**src/rtl/usb_tx_shifter.sv**
```systemverilog
// Serializes one captured packet word onto the D+/D- line: SYNC, NRZI data with
// bit stuffing (LSB first), then SE0/SE0/J end-of-packet, paced by bit_en.
module usb_tx_shifter (
    input  logic        clk,
    input  logic        rst,
    input  logic [87:0] shift_data,
    input  logic [2:0]  data_sel,
    input  logic        ready,
    input  logic        start,
    input  logic        bit_en,
    output logic        d_plus,
    output logic        d_minus,
    output logic        busy,
    output logic        done
);

    typedef enum logic [2:0] {
        IDLE,
        SYNC,
        DATA,
        STUFF,
        EOP1,
        EOP2,
        EOPJ
    } state_t;

    state_t state;
    state_t state_next;

    logic [87:0] word;
    logic [6:0]  len;
    logic [6:0]  bit_idx;
    logic [2:0]  ones;

    logic [6:0]  len_sel;
    logic        sel_ok;
    logic        accept;
    logic        tx_bit;
    logic        last_bit;

    logic        dp_next;
    logic        dm_next;
    logic [6:0]  idx_next;
    logic [2:0]  ones_next;

    always_comb begin
        len_sel = '0;
        sel_ok  = 1'b1;
        case (data_sel)
            3'b010:         len_sel = 7'd8;
            3'b000, 3'b011: len_sel = 7'd24;
            3'b001:         len_sel = 7'd88;
            default:        sel_ok  = 1'b0;
        endcase
    end

    assign accept   = (state == IDLE) && start && ready && sel_ok;
    assign last_bit = (bit_idx == len - 7'd1);

    // State register
    always_ff @(posedge clk or negedge rst) begin
        if (!rst) begin
            state <= IDLE;
        end else begin
            state <= state_next;
        end
    end

    // Next-state logic; tx_bit is the bit this state puts on the line at the next tick
    always_comb begin
        state_next = state;
        tx_bit     = 1'b1;
        case (state)
            IDLE: begin
                if (accept) begin
                    state_next = SYNC;
                end
            end
            SYNC: begin
                tx_bit = (bit_idx == 7'd7);
                if (bit_en && bit_idx == 7'd7) begin
                    state_next = DATA;
                end
            end
            DATA: begin
                tx_bit = word[bit_idx];
                if (bit_en) begin
                    // A sixth consecutive one forces a stuff bit, even after the last data bit
                    if (tx_bit && ones == 3'd5) begin
                        state_next = STUFF;
                    end else if (last_bit) begin
                        state_next = EOP1;
                    end
                end
            end
            STUFF: begin
                tx_bit = 1'b0;
                if (bit_en) begin
                    state_next = (bit_idx == len) ? EOP1 : DATA;
                end
            end
            EOP1: begin
                if (bit_en) begin
                    state_next = EOP2;
                end
            end
            EOP2: begin
                if (bit_en) begin
                    state_next = EOPJ;
                end
            end
            EOPJ: begin
                if (bit_en) begin
                    state_next = IDLE;
                end
            end
            default: state_next = IDLE;
        endcase
    end

    // Output logic: values the line and counters take at the next tick
    always_comb begin
        dp_next   = d_plus;
        dm_next   = d_minus;
        idx_next  = bit_idx;
        ones_next = ones;
        case (state)
            SYNC, DATA, STUFF: begin
                // NRZI: a zero swaps J and K, a one holds the level
                if (!tx_bit) begin
                    dp_next = d_minus;
                    dm_next = d_plus;
                end
                ones_next = tx_bit ? ones + 3'd1 : 3'd0;
                if (state == SYNC) begin
                    idx_next = (bit_idx == 7'd7) ? 7'd0 : bit_idx + 7'd1;
                end else if (state == DATA) begin
                    idx_next = bit_idx + 7'd1;
                end
            end
            EOP1, EOP2: begin
                dp_next = 1'b0;
                dm_next = 1'b0;
            end
            EOPJ: begin
                dp_next = 1'b1;
                dm_next = 1'b0;
            end
            default: ;
        endcase
    end

    always_ff @(posedge clk or negedge rst) begin
        if (!rst) begin
            word    <= '0;
            len     <= '0;
            bit_idx <= '0;
            ones    <= '0;
            d_plus  <= 1'b1;
            d_minus <= 1'b0;
            busy    <= 1'b0;
            done    <= 1'b0;
        end else begin
            done <= 1'b0;
            if (accept) begin
                word    <= shift_data;
                len     <= len_sel;
                bit_idx <= '0;
                ones    <= '0;
                busy    <= 1'b1;
            end else if (bit_en && state != IDLE) begin
                d_plus  <= dp_next;
                d_minus <= dm_next;
                bit_idx <= idx_next;
                ones    <= ones_next;
                if (state == EOPJ) begin
                    busy <= 1'b0;
                    done <= 1'b1;
                end
            end
        end
    end

endmodule

```
**config.mk**
```make
export PLATFORM = sky130hd
export DESIGN_NAME = usb_tx_shifter
export DESIGN_NICKNAME = d
export VERILOG_FILES = /design/src/rtl/usb_tx_shifter.sv
export SDC_FILE = /design/constraint.sdc
export NUM_CORES = 1
export LEC_CHECK = 0
export ABC_AREA = 1
export BUFFER_PORTS_ARGS = -buffer_cell sky130_fd_sc_hd__buf_2
export CELL_PAD_IN_SITES_DETAIL_PLACEMENT = 0
export CELL_PAD_IN_SITES_GLOBAL_PLACEMENT = 1
export CORE_MARGIN = 2
export CORE_UTILIZATION = 40
export DETAILED_ROUTE_END_ITERATION = 6
export PLACE_DENSITY = 0.86
export SYNTH_ARGS = -nofsm -noshare
export SYNTH_HDL_FRONTEND = slang
export SYNTH_SLANG_ARGS = --single-unit
```
**constraint.sdc**
```tcl
create_clock -name clk -period 2.39 [get_ports clk]
set_clock_uncertainty 0.2 [all_clocks]
set_input_delay 0.478 -clock clk [delete_from_list [all_inputs] [get_ports clk]]
set_output_delay 0.478 -clock clk [all_outputs]
set_load 0.01 [all_outputs]
```
Word level (Yosys, flattened, before mapping)

Cells that the tools add are included.

Bits in writable memories: 0
Memory bits (read-only): 0
Latch bits: 0
Memories: 0
Output and inout port bits: 4
Word-level logic and storage cells: 98
Register bits after elaboration: 112
Bits of input ports: 96

Equal/unequal tests: 22
Bitwise logic cells: 1
Reduce and logical (&&, ||, !) cells: 26
Div/mod/pow operators: 0
$add $sub $neg: 3
$mul: 0
Multiplexer cells: 36
$lt $le $gt $ge: 1
Shifts and indexed selects: 0

Operators by type and width:

| operator              | count |
|---|---|
| $mux W3               | 14 |
| $mux W7               | 6 |
| $pmux W3 S7           | 1 |
| $pmux W7 S3           | 1 |
| $ne A2 B2 Y1 const B  | 8 |
| $eq A7 B7 Y1          | 2 |
| $eq A3 B2 Y1 const B  | 4 |
| $eq A3 B3 Y1 const B  | 4 |
| $mux W1               | 10 |
| $reduce_bool A3 Y1    | 3 |
| $lt A7 B8 Y1 const B  | 1 |
| $reduce_and A4 Y1     | 2 |
| $reduce_and A8 Y1     | 1 |
| $reduce_bool A2 Y1    | 4 |
| $add A7 B1 Y7 const B | 1 |
| $bmux W1 S7           | 1 |
| $eq A7 B3 Y1 const B  | 1 |
| $sub A7 B1 Y7 const B | 1 |
| $eq A3 B1 Y1 const B  | 2 |
| $logic_and A1 B1 Y1   | 6 |
| $logic_not A3 Y1      | 2 |
| $pmux W1 S3           | 2 |
| $reduce_or A3 Y1      | 2 |
| $reduce_and A2 Y1     | 2 |
| 7 further kinds       | 8 |

Longest topological paths before layout

Gate-level depths: netlist of the first run.

Depth after elaboration: 7
Mapped depth: 18
Depth with buffers taken out: 16

Least setup slack after synthesis of the first run

OpenSTA, ideal clock, no wires.

Kind: register -> register
Start point: register bit_idx[0]
End point: register state[1]
Required time: 2,073 ps
Library setup time: 117 ps
Path buffers: 2
Path slack: 475 ps
Data arrival time: 1,598 ps
Cell stages (with the launch flop): 12
Path through: dfrtp_1 buf_6 inv_4 buf_4 ha_1 nand3_1 nor4_1 nor3_1 a21oi_1 nand2_1 nand3_1 nand2_1

Cells in the longest elaborated chain, start to end: 6
Elaborated cells on any way between the ends: 15

RTL lines:

| what                          | RTL line | RTL |
|---|---|---|
| start: declaration            | 32       | `logic [6:0] bit_idx;` |
| start signal: assignment      | 174      | `bit_idx <= idx_next;` |
| $bmux W1 S7                   | 86       | `tx_bit = word[bit_idx];` |
| $mux W1 (implied by the code) | 86       |  |
| $logic_and A1 B1 Y1           | 89       | `if (tx_bit && ones == 3'd5) begin` |
| $mux W3                       | 89       |  |
| $mux W3                       | 87       | `if (bit_en) begin` |
| $pmux W3 S7                   | 73       | `case (state)` |
| end signal: assignment        | 65       | `state <= state_next;` |
| end: declaration              | 27       | `state_t state;` |

Several ways; a longest one is shown, not always the timed one. The select of a mux whose other input is x is not followed.
A chain may end at the register's enable or synchronous reset.

Final worst setup path of the first run

Start point: register bit_idx[1]
End point: register state[1]

The elaborated chain is that of the path after synthesis.

==> key figures, run 1 <==
Outcome
  – Status: complete, no violations

Timing
  – Tcrit/Tclk final: 92.2%
  – Slew margin rel.: between 60% and 70%
  – Worst hold slack: 0.111 ns
  – Final setup viols: 0
  – Setup TNS: 0 ns
  – Final Hold Viols: 0
  – Max frequency: 0.454 GHz
  – Min Clock Period, post-route: roughly 2.2 ns
  – Final slew viol count: 0
  – RSZ-0062 raised after global routing: false
  – Worst-margin pin slew: between 0.5 and 0.6 ns

Finish
  – Commonest non-fill, non-tap cell in the layout: nand2_1
  – Fin nets: between 900 and 1k
  – Syn-to-layout area delta: 18.4%
  – Share of cells above drive strength 1: ~19%
  – Most frequent cells in the layout: 351 x nand2_1, 106 x dfrtp_1, 98 x buf_2
  – # diodes: 0
  – Final Cell Area: roughly 6500 sq um

Drt
  – DRT iter0 DRCs: roughly 280
  – Via count: 4988
  – Wire length per cell: between 10 and 15 um
  – DR pass1 iterations: 4
  – Via density: 4.89
  – Antenna viol nets, final: 0
  – Residual DRC: 0
  – Final wirelength: 13700 um

Placement
  – Port bufs: 99
  – Gp weighted congestion: 0.853
  – Post-DP HPWL: 9770 um
  – Post-DP Area: slightly above 6000 sq um

Worst setup path
  – Crit path from: bit_idx[1]$_DFFE_PN0P_
  – CP Capture Type: flop
  – R2R Path Start: bit_idx[1]$_DFFE_PN0P_
  – Top cell by count, worst path: nand2_1
  – Reg-to-reg setup timing slack: approximately 0.19 ns
  – Family with the most delay on the worst path: simple AND/OR/NAND/NOR gates
  – Critical Path Slowest Stage Cell: dfrtp_1
  – Setup CP Type: reg -> reg
  – WP data required: between 2 and 2.5 ns
  – CP arrival: around 2.2 ns
  – RR Endpoint: state[1]$_DFFE_PN0P_
  – Reg2reg path depth: 9
  – Setup crit start kind: flop
  – CP peak stage delay: between 0.4 and 0.5 ns
  – Crit path cell chain: buf_6 -> ha_1 -> nand2_1 -> nor3_1 -> nand3_1 -> a221oi_2 -> nand2_2 -> nand2_1 -> nand2_1
  – Maximum fanout along the worst path: 15
  – Buf/Inv on CP: 1

Job
  – Max-Cap Viols: 0

Synthesis
  – Net Count, Synth: 844
  – Syn Area/Cell: around 7.4 sq um
  – Syn. warnings: 0
  – Seq/Total Area, Yosys: 49.3%
  – Cells after synthesis: 743
  – Cell area after synthesis: approximately 5500 sq um
  – Synth cell types: 31
  – Yosys reg bits: roughly 110

Pwr
  – Pint: 4.69 mW
  – Clock power share: between 15 and 20%
  – Switching share of power: ~41%
  – Logic pwr share: roughly 41%
  – Maximum vdd ir drop: around 0.46 mV
  – Total power: between 7 and 8 mW
  – Sequential Power Share: 41.3%
  – Power per Cell Area: around 1200 nW/um^2
  – NetSw: about 3.2 mW
  – P_leak: 3.49 nW

Die
  – Top Ports: 100
  – Core Footprint: 13300 sq um
  – Site Rows: 42
  – Initial core utilization: 41.3%
  – Chip Width: between 100 and 150 um
  – Vert. Die Dim: 121 um
  – Die area: around 15000 sq um

GRT
  – Global Route Usage Sum: between 10% and 20%
  – Grt total ovfl: 0
  – Initial antenna violation count: 0
  – Vias in the first global route: 4901
  – Largest net degree at the start of global routing: 77
  – First-pass GRT wire length: 23200 um

Hold path
  – Min-delay src: shift_data[26]
  – WHS Path Cells: 3
  – Hold Path Class: in -> reg
  – Hold Crit Endpoint: word[26]$_DFFE_PN0N_

Clock network
  – H-Tree Depth: 3
  – Clk buf depth: 2
  – Skew-Pair Late Insertion Delay: approximately 0.36 ns
  – Clock tree from TritonCTS: yes
  – TritonCTS buffer count: 9
  – Root buf cell: clkbuf_16
  – Clk pin slew, worst setup/hold paths: ~0.070 ns
  – Clk sinks: around 110
cells by family (layout without fill, tap and decap cells):
group	after synthesis	count (layout)	share of synthesized area, %
xor+xnor	6	6	0.958
buf+inv	86	186	7.50
fa+ha+maj	5	5	1.14
simple gates	472	472	34.4
flops	108	108	49.3
compound gates	66	66	6.73
timing repair:
action | CTS | global route
endpoints found under the setup margin | 0 | 8
hold endpoints to repair | 29 | 0
buffers inserted | 0 | 3
gates resized for setup | 0 | 6
hold buffers | 1 | 0
flip-flops by register name, summed over array words and instances (netlist names):
signal,flops
d_minus,1
word,88
ones,3
state,3
bit_idx,7
len,3
busy,1
d_plus,1
done,1
layout make-up:
class | instances | area (sq um)
sequential | 108 | 2710
inverter | 49 | 193
multi-input combinational | 549 | 2370
timing repair buffer | 121 | 727
fill | 1336 | 6800
clock buffer | 12 | 246
clock inverter | 4 | 33.8
tap | 176 | 220
how the worst max path moves through the flow:
stage                                   to  slack [ns]  cells past startpoint
floorplan             state[1]$_DFFE_PN0P_        0.48                     11
global placement    bit_idx[0]$_DFFE_PN0P_        0.23                      7
detailed placement    state[1]$_DFFE_PN0P_        0.18                     14
CTS                   state[2]$_DFFE_PN0P_        0.15                     16
global route          state[2]$_DFFE_PN0P_       0.004                     15
finish                state[1]$_DFFE_PN0P_        0.19                      9
cell usage after synthesis:
cell | number | area share (%)
o22ai_1 | 3 | 0.34
o21a_1 | 1 | 0.14
a221oi_2 | 1 | 0.27
nand3_1 | 52 | 4.7
nand2_2 | 5 | 0.57
buf_2 | 15 | 1.4
o21ai_0 | 31 | 2.8
dfstp_2 | 1 | 0.48
inv_4 | 1 | 0.11
xor2_1 | 5 | 0.80
xnor2_1 | 1 | 0.16
o21ai_1 | 11 | 1.0
nor2_2 | 1 | 0.11
o21ai_2 | 3 | 0.48
or2_2 | 1 | 0.11
nand2_1 | 352 | 24
nor4_1 | 1 | 0.11
nand3_2 | 3 | 0.55
a31oi_1 | 2 | 0.23
ha_1 | 5 | 1.1
buf_4 | 4 | 0.55
inv_1 | 44 | 3.0
clkbuf_1 | 11 | 0.75
a21oi_1 | 11 | 1.0
o2111ai_1 | 1 | 0.16
dfrtp_1 | 107 | 49
nor3_1 | 9 | 0.82
inv_2 | 4 | 0.27
buf_6 | 7 | 1.4
o211ai_1 | 2 | 0.27
nor2_1 | 48 | 3.3
layer usage:
layer | global-route usage [%] | up-vias | part of all wire (%)
met1 | 27.0 | 2340 | 47
met4 | 7.85 | 0 | 1.6
li1 | - | 2509 | -
met5 | 0 | - | 0
met2 | 31.9 | 125 | 46
met3 | 2.96 | 14 | 4.7
worst min-delay path: cells and delay by family:
| kind | cells | cell delay (ns) |
|---|---|---|
| simple gates | 2 | 0.08 |
| buf+inv | 1 | 0.07 |
power by group through the flow:
stage                     clock network, mW  registers, mW  logic [mW]
after global placement                    0           3.26        3.08
after floorplan                           0           3.05        2.50
after CTS                              1.46           3.26        3.20
after detailed placement                  0           3.29        3.17
after global routing                   1.53           3.36        3.72
final                                  1.43           3.27        3.22
per-stage QoR:
stage               worst slack (ns)  utilization, %  cells
detailed placement             0.180            46.4    999
floorplan                      0.475               -    743
global placement               0.225            46.4    999
finish                         0.188            48.9   1019
global route                 0.00365            48.9   1019
CTS                            0.146            48.6   1016
Note: power is estimated with default switching activity, not from simulation.
==> run 2: changes to the inputs <==
--- a/config.mk
+++ b/config.mk
@@ -9,6 +9,7 @@
 export BUFFER_PORTS_ARGS = -buffer_cell sky130_fd_sc_hd__buf_2
 export CELL_PAD_IN_SITES_DETAIL_PLACEMENT = 0
 export CELL_PAD_IN_SITES_GLOBAL_PLACEMENT = 1
+export CORE_ASPECT_RATIO = 1.1
 export CORE_MARGIN = 2
 export CORE_UTILIZATION = 40
 export DETAILED_ROUTE_END_ITERATION = 6
==> run 2 against run 1 <==
Against the previous run: maximum frequency about the same; cell count grew 0.20%; core utilization decreased by 0.21 points; non-clock buffer count is 6 lower; setup slack better by 0.00060 ns; sequential share of layout area is 0.096 points higher; register-to-register slack hardly changed; sequential power is essentially flat; routed wire length fell by 4.3%; hold slack about the same; largest power group unchanged.
==> key figures, run 2 (same netlist as run 1, synthesis figures left out) <==
Clock network
  – H-Tree Depth: 3 (unchanged)
  – TritonCTS buffer count: 9 (unchanged)
  – Clock tree from TritonCTS: yes
  – Clk buf depth: 2 (unchanged)
  – Root buf cell: clkbuf_16
  – Skew-Pair Late Insertion Delay: 0.36 ns (about the same)
  – Clk sinks: 108 (unchanged)
  – Clk pin slew, worst setup/hold paths: 0.07 ns (about the same)

Placement
  – Gp weighted congestion: 0.847 (-0.70%)
  – Port bufs: 99 (unchanged)
  – Pre-CTS WS: 0.206 ns (+0.0260 ns)
  – Post-DP HPWL: 9240 um (-5.5%)

Drt
  – Via count: 4759 (-4.6%)
  – DR pass1 iterations: 4 (unchanged)
  – Residual DRC: 0 (unchanged)
  – Via density: 4.66 (-4.8%)
  – Antenna viol nets, final: 0 (unchanged)
  – Wire length per cell: 12.9 um (-4.5%)
  – Final wirelength: 13100 um (-4.3%)
  – DRT iter0 DRCs: 250 (-11%)

Worst setup path
  – CP arrival: 2.24 ns (about the same)
  – Setup crit start kind: flop
  – R2R Path Start: state[1]$_DFFE_PN0P_
  – WP data required: 2.43 ns (about the same)
  – Reg2reg path depth: 9 (unchanged)
  – Reg-to-reg setup timing slack: 0.19 ns (about the same)
  – CP Capture Point: ones[0]$_DFFE_PN0P_
  – CP Capture Type: flop
  – RR Endpoint: ones[0]$_DFFE_PN0P_
  – Maximum fanout along the worst path: 39 (+24)
  – Setup CP Type: reg -> reg
  – Crit path from: state[1]$_DFFE_PN0P_

Pwr
  – Power per Cell Area: 1220 nW/um^2 (+0.31%)
  – Total power: 7.92 mW (about the same)
  – P_leak: 3.47 nW (-0.57%)
  – Maximum vdd ir drop: 0.570 mV (+23%)

Die
  – Core Footprint: 13300 sq um (+0.21%)
  – Initial core utilization: 41.2% (-0.085 points)
  – Top Ports: 100 (unchanged)
  – Vert. Die Dim: 127 um (+4.7%)
  – Die area: 14700 sq um (about the same)
  – Chip Width: 116 um (-4.5%)
  – Site Rows: 44 (+4.8%)

Outcome
  – Status: complete, no violations

Timing
  – Setup TNS: 0 ns (unchanged)
  – Max frequency: 0.454 GHz (about the same)
  – Final slew viol count: 0 (unchanged)
  – Post-route setup slack: 0.188 ns (+0.000601 ns)
  – Tcrit/Tclk final: 92.1% (about the same)
  – Worst-margin pin slew: 0.519 ns (-0.0161 ns)
  – Min Clock Period, post-route: 2.20 ns (-0.000601 ns)
  – Final setup viols: 0 (unchanged)
  – RSZ-0062 raised after global routing: false
  – Final Hold Viols: 0 (unchanged)
  – Slew margin rel.: 65.4% (+1.1 points)

Job
  – Max-Cap Viols: 0 (unchanged)

Finish
  – # diodes: 0 (unchanged)
  – Share of cells above drive strength 1: 17.9% (-0.58 points)
  – Commonest non-fill, non-tap cell in the layout: nand2_1
  – Layout fillers: 1416 (+6.0%)
  – Max reg flops: 88 (unchanged)
  – Largest register by flop count: word
  – Most frequent cells in the layout: 351 x nand2_1, 106 x dfrtp_1, 98 x buf_2
  – Largest regs: word x88, bit_idx x7
  – Fin nets: 933 (-0.64%)
  – Syn-to-layout area delta: 18.2%

GRT
  – Vias in the first global route: 4699 (-4.1%)
  – Grt total ovfl: 0 (unchanged)
  – Largest net degree at the start of global routing: 74 (-3.9%)
  – First-pass GRT wire length: 22300 um (-4.0%)
  – Initial antenna violation count: 0 (unchanged)
  – Global Route Usage Sum: 19.3% (-0.55 points)

Hold path
  – WHS Path Cells: 3 (unchanged)
  – Hold Path Class: in -> reg
  – Min-delay src: shift_data[62]
-- run 2: cell types whose count changed in the layout (fill, tap and decap cells not counted), sizes merged --
| cell | delta |
|---|---|
| buf | -6 |
| clkinv | -2 |
| bufinv | +1 |
| clkbuf | +1 |
-- run 2: critical path, cell delays in order, from the launching register on --
cell	delay (ns)
dfrtp_1	0.45
nor2_1	0.13
inv_1	0.06
nor2_1	0.34
nand2_2	0.18
inv_2	0.13
buf_4	0.34
nor2_1	0.13
nand2_1	0.09
o21ai_2	0.05
-- run 2: timing repair --
item | 4_1_cts | 5_1_grt
setup endpoints to repair | 0 | 3
buffers inserted | 0 | 0
resized for setup | 0 | 5
hold buffers | 1 | 0
hold endpoints to repair | 36 | 0
-- run 2: through the flow --
stage	hold WS (ns)	util, %	instance area (sq um)	std cells
global placement	0.264	46.1	6140	1004
CTS	0.104	48.5	6460	1021
detailed placement	0.266	46.1	6140	1004
floorplan	-0.0176	-	5490	743
finish	0.112	48.7	6480	1021
global route	0.117	48.7	6480	1021
-- run 2: final cells by class --
| cell class | instances | area [sq um] | share of cell area (%) |
|---|---|---|---|
| multi-input combinational | 549 | 2380 | 36.8 |
| clock buffer | 13 | 260 | 4.01 |
| timing repair buffer | 115 | 666 | 10.3 |
| inverter | 49 | 191 | 2.95 |
| sequential | 108 | 2710 | 41.7 |
| tap | 184 | 230 | 3.55 |
| clock inverter | 3 | 46.3 | 0.714 |
-- run 2: how the worst min path moves through the flow --
stage | endpoint | slack, ns
6_report | word[62]$_DFFE_PN0N_ | 0.11
2_1_floorplan | bit_idx[0]$_DFFE_PN0P_ | -0.02
5_1_grt | word[41]$_DFFE_PN0N_ | 0.12
4_1_cts | word[45]$_DFFE_PN0N_ | 0.10
3_3_place_gp | word[33]$_DFFE_PN0N_ | 0.26
3_5_place_dp | word[40]$_DFFE_PN0N_ | 0.27
-- run 2: power by group --
part / internal, mW / switching [mW] / leakage [nW]
combinational: 1.21 / 1.93 / 1.98
sequential: 2.68 / 0.556 / 1.34
clock: 0.873 / 0.664 / 0.146
-- run 2: metal layers --
metal	GRT usage, %	part of all wire [%]
met3	2.58	4.9
met4	7.49	1.9
met5	0	0
met1	27.1	48
met2	30.3	45
==> run 3: changes to the inputs <==
--- a/config.mk
+++ b/config.mk
@@ -13,6 +13,7 @@
 export CORE_MARGIN = 2
 export CORE_UTILIZATION = 40
 export DETAILED_ROUTE_END_ITERATION = 6
+export MAX_ROUTING_LAYER = met4
 export PLACE_DENSITY = 0.86
 export SYNTH_ARGS = -nofsm -noshare
 export SYNTH_HDL_FRONTEND = slang
==> run 3 against run 2 <==
Against the previous run: register-to-register slack about the same; setup slack worse by 0.0021 ns; cell count unchanged; design area unchanged; critical path type unchanged; critical endpoint unchanged; highest routed layer unchanged.
==> key figures, run 3 (same netlist as run 1, synthesis figures left out) <==
Worst setup path
  – Top cell by count, worst path: nor2_1
  – WP data required: 2.43 ns (about the same)
  – Maximum fanout along the worst path: 39 (unchanged)
  – Setup CP Type: reg -> reg
  – CP Capture Type: flop
  – Setup crit start kind: flop
  – Critical Path Slowest Stage Cell: dfrtp_1
  – CP peak stage delay: 0.45 ns (about the same)
  – CP arrival: 2.25 ns (about the same)
  – Crit path cell chain: nor2_1 -> inv_1 -> nor2_1 -> nand2_2 -> inv_2 -> buf_4 -> nor2_1 -> nand2_1 -> o21ai_2

GRT
  – Largest net degree at the start of global routing: 74 (unchanged)
  – Grt total ovfl: 0 (unchanged)
  – Global Route Usage Sum: 19.9% (+0.58 points)
  – Vias in the first global route: 4696 (-0.064%)
  – First-pass GRT wire length: 22300 um (about the same)
  – Initial antenna violation count: 0 (unchanged)

Pwr
  – Sequential Power Share: 40.8% (about the same)
  – Pint: 4.77 mW (about the same)
  – Total power: 7.93 mW (+0.11%)
  – Switching share of power: 39.9% (+0.066 points)
  – Clock power share: 19.4% (about the same)
  – Power per Cell Area: 1220 nW/um^2 (+0.11%)
  – NetSw: 3.16 mW (+0.27%)
  – P_leak: 3.47 nW (unchanged)
  – Logic pwr share: 39.7% (about the same)
  – Maximum vdd ir drop: 0.573 mV (+0.48%)

Clock network
  – Clock tree from TritonCTS: yes
  – Clk buf depth: 2 (unchanged)
  – H-Tree Depth: 3 (unchanged)
  – Skew-Pair Late Insertion Delay: 0.36 ns (about the same)
  – Clk sinks: 108 (unchanged)
  – Setup repair bufs after CTS: 0 (unchanged)
  – Clk pin slew, worst setup/hold paths: 0.07 ns (about the same)
  – TritonCTS buffer count: 9 (unchanged)
  – Root buf cell: clkbuf_16

Timing
  – Min Clock Period, post-route: 2.20 ns (+0.00208 ns)
  – Slew margin rel.: 65.1% (-0.24 points)
  – RSZ-0062 raised after global routing: false
  – Final slew viol count: 0 (unchanged)
  – Final setup viols: 0 (unchanged)
  – Max frequency: 0.454 GHz (about the same)
  – Final Hold Viols: 0 (unchanged)
  – Worst-margin pin slew: 0.523 ns (+0.00361 ns)
  – Setup TNS: 0 ns (unchanged)
  – Tcrit/Tclk final: 92.2% (about the same)

Drt
  – DR top layer: met4
  – Via count: 4784 (+0.53%)
  – Wire length per cell: 12.9 um (+0.40%)
  – DR pass1 iterations: 4 (unchanged)
  – Wire length on met1: 6410 um (+1.2%)
  – Final wirelength: 13200 um (+0.40%)
  – Via density: 4.69 (+0.53%)
  – Met3 routed WL: 610 um (-4.4%)
  – Met2 wire length: 5960 um (+0.79%)
  – DRT iter0 DRCs: 255 (+2.0%)
  – Residual DRC: 0 (unchanged)
  – Antenna viol nets, final: 0 (unchanged)

Finish
  – Fin nets: 933 (unchanged)
  – Most frequent cells in the layout: 351 x nand2_1, 106 x dfrtp_1, 98 x buf_2
  – Largest register by flop count: word
  – # diodes: 0 (unchanged)
  – Largest regs: word x88, bit_idx x7
  – Share of cells above drive strength 1: 17.9% (unchanged)
  – Max reg flops: 88 (unchanged)
  – Layout fillers: 1416 (unchanged)
  – Layout Utilization: 48.7% (unchanged)
  – Syn-to-layout area delta: 18.2% (unchanged)
  – Commonest non-fill, non-tap cell in the layout: nand2_1

Die
  – Vert. Die Dim: 127 um (unchanged)
  – Core Footprint: 13300 sq um (unchanged)
  – Site Rows: 44 (unchanged)
  – Die area: 14700 sq um (unchanged)
  – Chip Width: 116 um (unchanged)
  – Top Ports: 100 (unchanged)
  – Initial core utilization: 41.2% (unchanged)

Hold path
  – Hold Path Class: in -> reg

Job
  – Max-Cap Viols: 0 (unchanged)

Placement
  – Gp weighted congestion: 0.860 (+1.6%)
  – Post-DP HPWL: 9240 um (unchanged)
  – Port bufs: 99 (unchanged)

Outcome
  – Status: complete, no violations
run 3: cell counts in the layout (fill, tap and decap cells not counted):
No cell type changed its count.
run 3: layout make-up:
| cell class | count | area, sq um | share of cell area (%) |
|---|---|---|---|
| Sequential cell | 108 | 2710 | 41.7 |
| Multi-Input combinational cell | 549 | 2380 | 36.8 |
| Timing Repair Buffer | 115 | 666 | 10.3 |
| Clock buffer | 13 | 260 | 4.01 |
| Tap cell | 184 | 230 | 3.55 |
| Inverter | 49 | 191 | 2.95 |
| Clock inverter | 3 | 46.3 | 0.714 |
run 3: stage by stage:
| step | area [sq um] | std cells | worst slack (ns) | hold slack [ns] |
|---|---|---|---|---|
| 6_report | 6480 | 1021 | 0.186 | 0.111 |
| 5_1_grt | 6480 | 1021 | 0.00796 | 0.117 |
| 4_1_cts | 6460 | 1021 | 0.181 | 0.104 |
| 3_5_place_dp | 6140 | 1004 | 0.206 | 0.266 |
| 3_3_place_gp | 6140 | 1004 | 0.255 | 0.264 |
| 2_1_floorplan | 5490 | 743 | 0.475 | -0.0176 |
run 3: critical path, delay by kind of cell (launching register included):
family	cells	cell delay [ns]
buf+inv	3	0.53
compound gates	1	0.05
flops	1	0.45
simple gates	5	0.87
run 3: layer usage:
layer / vias up / global-route usage (%)
li1: 2497 / -
met1: 2165 / 27.1
met2: 106 / 30.4
met3: 16 / 2.58
met4: 0 / 7.49
met5: - / -
run 3: timing repair:
item,CTS,global route
endpoints found under the setup margin,0,3
resized for setup,0,5
hold buffers,1,0
endpoints found under the hold margin,36,0
run 3: power by group through the flow:
stage	registers [mW]	logic, mW	clock network, mW
after floorplan	3.05	2.50	0
after global placement	3.25	3.08	0
after detailed placement	3.25	3.13	0
after CTS	3.23	3.15	1.57
after global routing	3.34	3.68	1.64
final	3.24	3.15	1.54
run 3: worst paths after layout:
kind	start	end	slack (ns)	cells past startpoint
setup / recovery	state[1]$_DFFE_PN0P_	ones[0]$_DFFE_PN0P_	0.19	9
hold / removal	shift_data[62]	word[62]$_DFFE_PN0N_	0.11	3
setup reg to reg	state[1]$_DFFE_PN0P_	ones[0]$_DFFE_PN0P_	0.19	9
hold reg to reg	word[40]$_DFFE_PN0N_	word[40]$_DFFE_PN0N_	0.28	2
max in group asynchronous	rst	word[47]$_DFFE_PN0N_	0.87	3
min in group asynchronous	rst	word[26]$_DFFE_PN0N_	0.45	2
